--- config.mk ---
export PLATFORM = sky130hd
export DESIGN_NAME = wb_port_arbiter
export DESIGN_NICKNAME = d
export VERILOG_FILES = /design/src/rtl/wb_port_arbiter.sv
export SDC_FILE = /design/constraint.sdc
export NUM_CORES = 1
export LEC_CHECK = 0
export ABC_CLOCK_PERIOD_IN_PS = 1600
export BUFFER_PORTS_ARGS = -buffer_cell sky130_fd_sc_hd__buf_2
export CORE_MARGIN = 2
export CORE_UTILIZATION = 46
export DETAILED_ROUTE_END_ITERATION = 8
export PLACE_DENSITY = 0.84
export SLEW_MARGIN = 20
export SYNTH_ARGS = -nofsm -noshare
export SYNTH_HDL_FRONTEND = slang
export SYNTH_SLANG_ARGS = --single-unit
--- constraint.sdc ---
create_clock -name clk -period 1.6 [get_ports clk]
set_input_delay 0.08 -clock clk [delete_from_list [all_inputs] [get_ports clk]]
set_output_delay 0.08 -clock clk [all_outputs]
set_load 0.02 [all_outputs]
--- src/rtl/wb_port_arbiter.sv ---
// Round-robin arbiter sharing one register-file write port between ALU (A) and load (B) writeback.
// Optional macro WB_R0_PROTECT_EN suppresses the write enable for transfers targeting register 0.
module wb_port_arbiter #(
  parameter int CNT_W = 8
) (
  input  logic             clk,
  input  logic             rst_n,
  input  logic             stall,
  input  logic             a_valid,
  output logic             a_ready,
  input  logic [2:0]       a_reg,
  input  logic [15:0]      a_data,
  input  logic             b_valid,
  output logic             b_ready,
  input  logic [2:0]       b_reg,
  input  logic [15:0]      b_data,
  output logic             write_en,
  output logic [2:0]       wreg,
  output logic [15:0]      writedata,
  output logic [CNT_W-1:0] wr_count
);

  localparam int DATA_W = 16;

  typedef enum logic {PRIO_A = 1'b0, PRIO_B = 1'b1} prio_t;

  prio_t              prio, prio_nxt;
  logic               a_xfer_p0, b_xfer_p0, xfer_p0, commit_p0;
  logic [2:0]         sel_reg_p0;
  logic [DATA_W-1:0]  sel_data_p0;
  logic               we_p1;
  logic [2:0]         wreg_p1;
  logic [DATA_W-1:0]  wdata_p1;
  logic [CNT_W-1:0]   cnt_p1;

  // Stage p0: combinational grant, readies are held low during reset
  always_comb begin
    a_ready = 1'b0;
    b_ready = 1'b0;
    if (rst_n && !stall) begin
      a_ready = a_valid && (!b_valid || prio == PRIO_A);
      b_ready = b_valid && (!a_valid || prio == PRIO_B);
    end
  end

  assign a_xfer_p0   = a_valid && a_ready;
  assign b_xfer_p0   = b_valid && b_ready;
  assign xfer_p0     = a_xfer_p0 || b_xfer_p0;
  assign sel_reg_p0  = a_xfer_p0 ? a_reg  : b_reg;
  assign sel_data_p0 = a_xfer_p0 ? a_data : b_data;

`ifdef WB_R0_PROTECT_EN
  assign commit_p0 = xfer_p0 && (sel_reg_p0 != 3'd0);
`else
  assign commit_p0 = xfer_p0;
`endif

  always_comb begin
    prio_nxt = prio;
    if (a_xfer_p0)      prio_nxt = PRIO_B;
    else if (b_xfer_p0) prio_nxt = PRIO_A;
  end

  always_ff @(posedge clk or negedge rst_n) begin
    if (!rst_n) prio <= PRIO_A;
    else        prio <= prio_nxt;
  end

  // Stage p1: registered write port; a suppressed register-0 write leaves wreg/writedata untouched
  always_ff @(posedge clk or negedge rst_n) begin
    if (!rst_n) begin
      we_p1    <= 1'b0;
      wreg_p1  <= 3'd0;
      wdata_p1 <= '0;
      cnt_p1   <= '0;
    end else begin
      we_p1 <= commit_p0;
      if (commit_p0) begin
        wreg_p1  <= sel_reg_p0;
        wdata_p1 <= sel_data_p0;
      end
      if (xfer_p0) cnt_p1 <= cnt_p1 + {{(CNT_W-1){1'b0}}, 1'b1};
    end
  end

  assign write_en  = we_p1;
  assign wreg      = wreg_p1;
  assign writedata = wdata_p1;
  assign wr_count  = cnt_p1;

endmodule

# Word level (Yosys, flattened, before mapping)
# Cells that the tools add are included.
[word_totals] register_bits=29 latch_bits=0 ram_bits=0 mem_bits_ro=0 inputBits=43 out_inout_bits=30 word_cells=25 n_memories=0
[classes] addsub=1 mul=0 div=0 magnitude_cmp=0 eq_ne=0 shift=0 muxes=6 n_bitwise=1 reduce_logical=12
[op_table] op="16-bit 2-to-1 mux" n=1
[op_table] op="8-bit by 1-bit adder with 8-bit output (second input constant)" n=1
[op_table] op="1-bit logical AND" n=5
[op_table] op="1-bit 2-to-1 mux" n=4
[op_table] op="1-bit logical NOT" n=3
[op_table] op="1-bit logical OR" n=3
[op_table] op="3-bit 2-to-1 mux" n=1
[op_table] op="2-bit nonzero test" n=1
[op_table] op="1-bit inverter" n=1

# Logic depth before layout (Yosys ltp)
# Gate-level depths: netlist (run 1).
[depth] depth_word=7 ltp_mapped=5

# Least setup slack after synthesis (run 1)
# OpenSTA, ideal clock, no wires.
[synth_path] path_kind="flip-flop to flip-flop" from="register cnt_p1[0], in the netlist wr_count[0]" to="register cnt_p1[6], in the netlist wr_count[6]" setup_ps=80 arrival_time_ps=1194 t_required_ps=1520 slack_ps=326 path_stages_with_launch=5 path_buffers=0 synth_period_minus_slack_ps=1274 cell_sequence="dfrtp_1 > ha_1 > nand2_1 > nor4_1 > xor2_1"
[synth_between] elab_chain_len=1
[synth_rtl] element="start, declared" line_no="34" text="logic [CNT_W-1:0] cnt_p1;"
[synth_rtl] element="start signal, assigned" line_no="82" text="if (xfer_p0) cnt_p1 <= cnt_p1 + {{(CNT_W-1){1'b0}}, 1'b1};"
[synth_rtl] element="8-bit by 1-bit adder with 8-bit output" line_no="82"
# Every way passes these cells.
# A chain may end at the register's enable or synchronous reset.

# Worst setup path in the final report (run 1)
[layout_path] from="register prio" to="output port a_ready"
[layout_between] elab_chain_len=4
[layout_rtl] element="start, declared" line_no="27" text="prio_t prio, prio_nxt;"
[layout_rtl] element="start signal, assigned" line_no="66" text="else prio <= prio_nxt;"
[layout_rtl] element="1-bit inverter" line_no="41" text="a_ready = a_valid && (!b_valid || prio == PRIO_A);"
[layout_rtl] element="1-bit logical OR" line_no="41"
[layout_rtl] element="1-bit logical AND" line_no="41"
[layout_rtl] element="1-bit 2-to-1 mux" line_no="40" text="if (rst_n && !stall) begin"
[layout_rtl] element="end, declared" line_no="10" text="output logic a_ready,"
# Every way passes these cells.

==> run_results.csv, run 1 <==
group,metric,value,unit
sta,fmax,664,MHz
worst_setup_path,crit_type,"reg2out",
layout,num-fill-cells,294,
layout,fin_util,64.5,%
run,drv_cap,0,
worst_setup_path,required,1.52,ns
global_routing,grt_pass1_wl,6.69,mm
power_and_ir_drop,design_power_total,2.55,mW
layout,diodes,0,
die,die_area,0.00397,mm^2
clock_tree,postCtsSetupBuffers,0,
routing,finalWirelength,3.98,mm
routing,dr_total_vias,1468,
sta,rsz0062_at_grt,"no",
routing,avgRoutedWirePerCell,14.3,um
sta,hold_violations,0,
worst_setup_path,start_kind,"flip-flop",
layout,final_cells,279,
logic_synthesis,synthArstFlopShare,100,%
sta,final-setup-viol-count,0,
routing,ant_nets,0,
clock_tree,tritoncts,"done",
logic_synthesis,syn_inst,151,
clock_tree,cts_num_sinks,29,
logic_synthesis,synth_top_area_cell,"dfrtp_1",
worst_setup_path,critPathMaxFanout,20,
sta,worst_pin_slew,0.486,ns
place,place_area,0.00200,mm^2
place,gp_congestion,0.743,
layout,drive_gt1_share,46.8,%
sta,slew_viol_final,0,
layout,nets,276,
routing,drt-pass1-iter-count,4,
routing,drc,0,
die,coreArea,0.00334,mm^2
global_routing,grt-ovfl-total,0,
logic_synthesis,yosys-top-cells-area,"dfrtp_1, o311ai_2, nand3_1",
logic_synthesis,synth_area,0.00160,mm^2
sta,skew,0.00286,ns
power_and_ir_drop,p_leak,1.07,nW
sta,finalCritPeriodShare,94.2,%
layout,fin_area,0.00215,mm^2
logic_synthesis,syn-num-nets,195,
logic_synthesis,ys_top_cells_by_count,"dfrtp_1, nand3_1, inv_1",
logic_synthesis,synth_edf_count,0,
logic_synthesis,ys_seq_elements,29,
die,start_util,48.0,%
place,placed_cells,264,
clock_tree,numCtsBuffers,5,
die,die_y,63.0,um
worst_setup_path,timing.rr.start,"wr_count[0]$_DFFE_PN0P_",
sta,period_needed,1.51,ns
worst_setup_path,reg2regPathDepth,4,
clock_tree,clk_pin_slew,0.09,ns
routing,drtIter0Drc,86,
die,rows,21,
die,die_w,63.0,um
power_and_ir_drop,ir_worst_vdd,0.000761,V
place,place_hpwl,2.89,mm
routing,detail_route.vias_per_cell,5.26,
logic_synthesis,synth.yosys.seq_area_share,45.3,%
logic_synthesis,synth-main-ff-cell,"dfrtp_1",
clock_tree,cts-root-buf,"clkbuf_4",
worst_setup_path,crit_path_end_kind,"output port",
layout,area_growth,34.6,%
power_and_ir_drop,powerDensity,1180,mW/mm^2
logic_synthesis,yosysMostFrequentCell,"dfrtp_1",
sta,slew_headroom,67.6,%
global_routing,antenna_found_initial,0,
die,ioPinCount,73,
global_routing,grt_max_degree,26,
worst_setup_path,r2r_setup_slack,0.33,ns
clock_tree,max-clock-path-buffers,2,
worst_setup_path,arrival,1.43,ns
sta,setup_tns,0,ns
global_routing,first_global_vias,1439,
global_routing,grt.total_usage,21.5,%
worst_setup_path,r2r-end,"wr_count[6]$_DFFE_PN0P_",
logic_synthesis,ys_types,28,
clock_tree,clk_latency,0.33,ns
clock_tree,cts.htree.levels,2,
logic_synthesis,yosysTopAreaCellShare,45.3,%
run_status,status,"finished, final reports clean",
min_path,hold_path_class,"in2reg",
worst_setup_path,startpoint,"prio$_DFFE_PN0P_",
logic_synthesis,yosysWarnings,0,
place,io_buffers,72,
logic_synthesis,synth.avg_cell_area,10.6,um^2
worst_setup_path,endpoint,"a_ready",
[worst min path at each step]
stage	from	endpoint	depth (start not counted)
final	a_data[9]	writedata[9]$_DFFE_PN0P_	3
after floorplan	rst_n	prio$_DFFE_PN0P_	0
after CTS	b_valid	prio$_DFFE_PN0P_	2
after detailed placement	rst_n	writedata[9]$_DFFE_PN0P_	1
after global routing	a_data[7]	writedata[7]$_DFFE_PN0P_	3
after global placement	rst_n	writedata[11]$_DFFE_PN0P_	1
[power by group]
part           switching, mW  internal (mW)
Clock                  0.257          0.373
Combinational          0.510          0.351
Sequential             0.155          0.902
[placed cells by master (no fill, tap or decap), drive strengths merged, types with 3 or more instances in the layout]
cell,Yosys,layout
o311ai,19,19
nand3,22,22
dlygate4sd3,0,7
nand2,4,4
buf,9,79
clkbuf,3,7
xor2,6,6
dfrtp,29,29
inv,21,21
nor4,3,3
o21ai,20,20
[stage by stage]
step	setup WS, ns	hold WS, ns
2_1_floorplan	0.326	-0.216
3_3_place_gp	0.365	-0.0821
3_5_place_dp	0.324	-0.0728
4_1_cts	0.0746	0.000636
5_1_grt	0.00687	0.00421
6_report	0.0932	0.0101
[critical path, cell delays in order (launching register included)]
cell and delay (ns):
dfrtp_1 0.41, nand2_1 0.09, and2_4 0.36, buf_2 0.24
[logic make-up (layout without fill, tap and decap cells)]
kind of cell               after synthesis  count (layout)  share of synthesized area [%]
AOI/OAI and AO/OA                       41              41                           26.3
buffers and inverters                   33             115                           9.69
adders and majority gates                1               1                          0.782
and+or+nand+nor                         39              39                           13.4
xor gates and xnor gates                 7               7                           3.83
DFF                                     29              29                           45.3
muxes                                    1               1                          0.704
[cell type report]
class                      instances  area (um^2)  area share (%)
clock inverter                     1         30.0            1.39
multi-input combinational         89          723            33.6
tap                               46         57.6            2.67
clock buffer                       7         55.1            2.56
timing repair buffer              86          483            22.4
inverter                          21         78.8            3.66
sequential                        29          726            33.7
[registers in the layout (all words and copies together), names as in the netlist]
signal     cells
wreg           3
write_en       1
prio           1
wr_count       8
writedata     16
[routing by layer]
metal  vias up  track usage, %  wire length [um]
met5         -               0                 0
met4         0            4.17                43
met3         7            8.11               294
met2        57            37.0              2000
met1       702            25.5              1640
li1        702               -                 -
[repair_timing]
item,in CTS,in global routing
hold buffers,5,2
endpoints found under the hold margin,33,2
gates resized for setup,0,0
Power figures use the tool's default switching activity.
==> inputs of run 2 (changes only) <==
--- a/config.mk
+++ b/config.mk
@@ -9,7 +9,10 @@
 export BUFFER_PORTS_ARGS = -buffer_cell sky130_fd_sc_hd__buf_2
 export CORE_MARGIN = 2
 export CORE_UTILIZATION = 46
+export CTS_CLUSTER_DIAMETER = 150
+export CTS_CLUSTER_SIZE = 16
 export DETAILED_ROUTE_END_ITERATION = 8
+export HOLD_SLACK_MARGIN = 0.06
 export PLACE_DENSITY = 0.84
 export SLEW_MARGIN = 20
 export SYNTH_ARGS = -nofsm -noshare
==> run_results.csv, run 2 (synthesis gave the netlist of run 1 again) <==
group,metric,value,unit
die,die_w,63.0,um
global_routing,busiest_layer,"met2",
sta,skew,0.00624,ns
power_and_ir_drop,powerDensity,1060,mW/mm^2
sta,setup_tns,0,ns
die,coreArea,0.00334,mm^2
layout,nets,310,
place,pre_cts_ws,0.324,ns
global_routing,first_global_vias,1776,
clock_tree,cts_num_sinks,29,
global_routing,grt_max_degree,26,
global_routing,groute.layer.met3.usage,8.29,%
worst_setup_path,start_kind,"primary input",
clock_tree,post_cts_resized,0,
clock_tree,tritoncts,"done",
worst_setup_path,critPathMaxFanout,14,
global_routing,antenna_found_initial,0,
layout,final_common_cell,"buf_2",
place,gp_congestion,0.743,
worst_setup_path,crit_chain,"dlygate4sd3_1 > buf_2 > o21ai_2 > buf_4 > o311ai_2",
worst_setup_path,crit_path_end_kind,"flip-flop",
min_path,hold_path_class,"in2reg",
clock_tree,numCtsBuffers,5,
place,place_hpwl,2.89,mm
worst_setup_path,crit_type,"in2reg",
run_status,status,"finished, final reports clean",
worst_setup_path,critPathBufInv,3,
power_and_ir_drop,p_sw,0.952,mW
global_routing,grt-ovfl-total,0,
routing,avgRoutedWirePerCell,15.7,um
layout,num-fill-cells,232,
power_and_ir_drop,ir_worst_vdd,0.000768,V
routing,drtIter0Drc,177,
global_routing,grtUsageMet2,48.0,%
power_and_ir_drop,swShare,36.1,%
global_routing,grt_pass1_wl,8.01,mm
place,io_buffers,72,
clock_tree,postCtsSetupBuffers,0,
routing,dr_total_vias,1644,
die,start_util,48.0,%
clock_tree,cts-root-buf,"clkbuf_4",
routing,finalWirelength,4.92,mm
routing,drt-pass1-iter-count,4,
sta,slew_viol_final,0,
global_routing,grtUsageMet1,27.3,%
worst_setup_path,arrival,1.64,ns
clock_tree,cts.htree.levels,2,
routing,ant_nets,0,
sta,slew_headroom,67.5,%
power_and_ir_drop,p_leak,1.21,nW
worst_setup_path,crit_family,"buffers and inverters",
place,placed_cells,264,
sta,rsz0062_at_grt,"no",
worst_setup_path,crit_slowest_cell,"dlygate4sd3_1",
sta,finalCritPeriodShare,90.6,%
layout,diodes,0,
layout,largest_reg_flops,16,
layout,fin_util,74.7,%
worst_setup_path,required,1.79,ns
power_and_ir_drop,p_clk_share,23.7,%
sta,hold_violations,0,
sta,fin_ws,0.151,ns
clock_tree,clk_pin_slew,0.09,ns
global_routing,grt.total_usage,26.1,%
die,rows,21,
die,ioPinCount,73,
sta,final-setup-viol-count,0,
die,die_area,0.00397,mm^2
layout,layout_common_cells,"buf_2, dlygate4sd3_1, dfrtp_1",
layout,final_cells,313,
routing,detail_route.vias_per_cell,5.25,
routing,drc,0,
run,drv_cap,0,
die,die_y,63.0,um
power_and_ir_drop,p_int,1.68,mW
layout,drive_gt1_share,41.2,%
layout,area_growth,55.7,%
worst_setup_path,crit_path_max_incr_delay,0.53,ns
sta,worst_pin_slew,0.488,ns
clock_tree,clk_latency,0.32,ns
power_and_ir_drop,design_power_total,2.63,mW
worst_setup_path,r2r_setup_slack,0.33,ns
sta,period_needed,1.45,ns
power_and_ir_drop,combPwrFrac,35.9,%
clock_tree,max-clock-path-buffers,2,
power_and_ir_drop,seqPwrFrac,40.4,%
sta,fmax,690,MHz
run 2: path summary, 6_finish.rpt:
kind	depth (start not counted)	end	start
min in group asynchronous	2	writedata[11]$_DFFE_PN0P_	rst_n
max in group asynchronous	3	wr_count[3]$_DFFE_PN0P_	rst_n
worst max-delay path	5	wreg[0]$_DFFE_PN0P_	b_valid
worst max register to register	4	wr_count[6]$_DFFE_PN0P_	wr_count[0]$_DFFE_PN0P_
worst min register to register	1	wr_count[7]$_DFFE_PN0P_	wr_count[7]$_DFFE_PN0P_
worst min-delay path	3	write_en$_DFF_PN0_	a_valid
run 2: what timing repair did:
| item | in CTS | in global routing |
|---|---|---|
| hold endpoints to repair | 49 | 0 |
| hold buffers | 40 | 0 |
| endpoints found under the setup margin | 0 | 1 |
run 2: routing by layer:
metal | wire length, um | vias up | part of all wire (%)
met5 | 0 | - | 0
met4 | 131 | 0 | 2.7
met3 | 300 | 14 | 6.1
met2 | 2650 | 77 | 54
met1 | 1840 | 781 | 37
li1 | - | 772 | -
run 2: tightest hold or removal path, stage by stage:
cell and delay, ns:
buf_2 0.11, o21ai_2 0.16, inv_1 0.11
run 2: final cells by class:
class | instances | area, um^2 | area share (%)
Multi-Input combinational cell | 90 | 731 | 29.3
Timing Repair Buffer | 119 | 813 | 32.6
Tap cell | 46 | 57.6 | 2.31
Clock buffer | 7 | 55.1 | 2.21
Clock inverter | 1 | 30.0 | 1.21
Inverter | 21 | 78.8 | 3.16
Sequential cell | 29 | 726 | 29.1
run 2: power by group through the flow:
| stage | clock, mW | sequential (mW) | combinational [mW] |
|---|---|---|---|
| 6_report | 0.625 | 1.06 | 0.945 |
| 3_5_place_dp | 0 | 1.07 | 0.854 |
| 3_3_place_gp | 0 | 1.06 | 0.826 |
| 5_1_grt | 0.675 | 1.09 | 1.02 |
| 4_1_cts | 0.642 | 1.06 | 0.931 |
| 2_1_floorplan | 0 | 1.25 | 0.344 |
run 2: through the flow:
step           hold slack (ns)  cell area (um^2)
6_report                 0.177              2490
5_1_grt                  0.180              2490
4_1_cts                  0.152              2480
3_5_place_dp           -0.0728              2000
3_3_place_gp           -0.0821              2000
2_1_floorplan           -0.216              1600
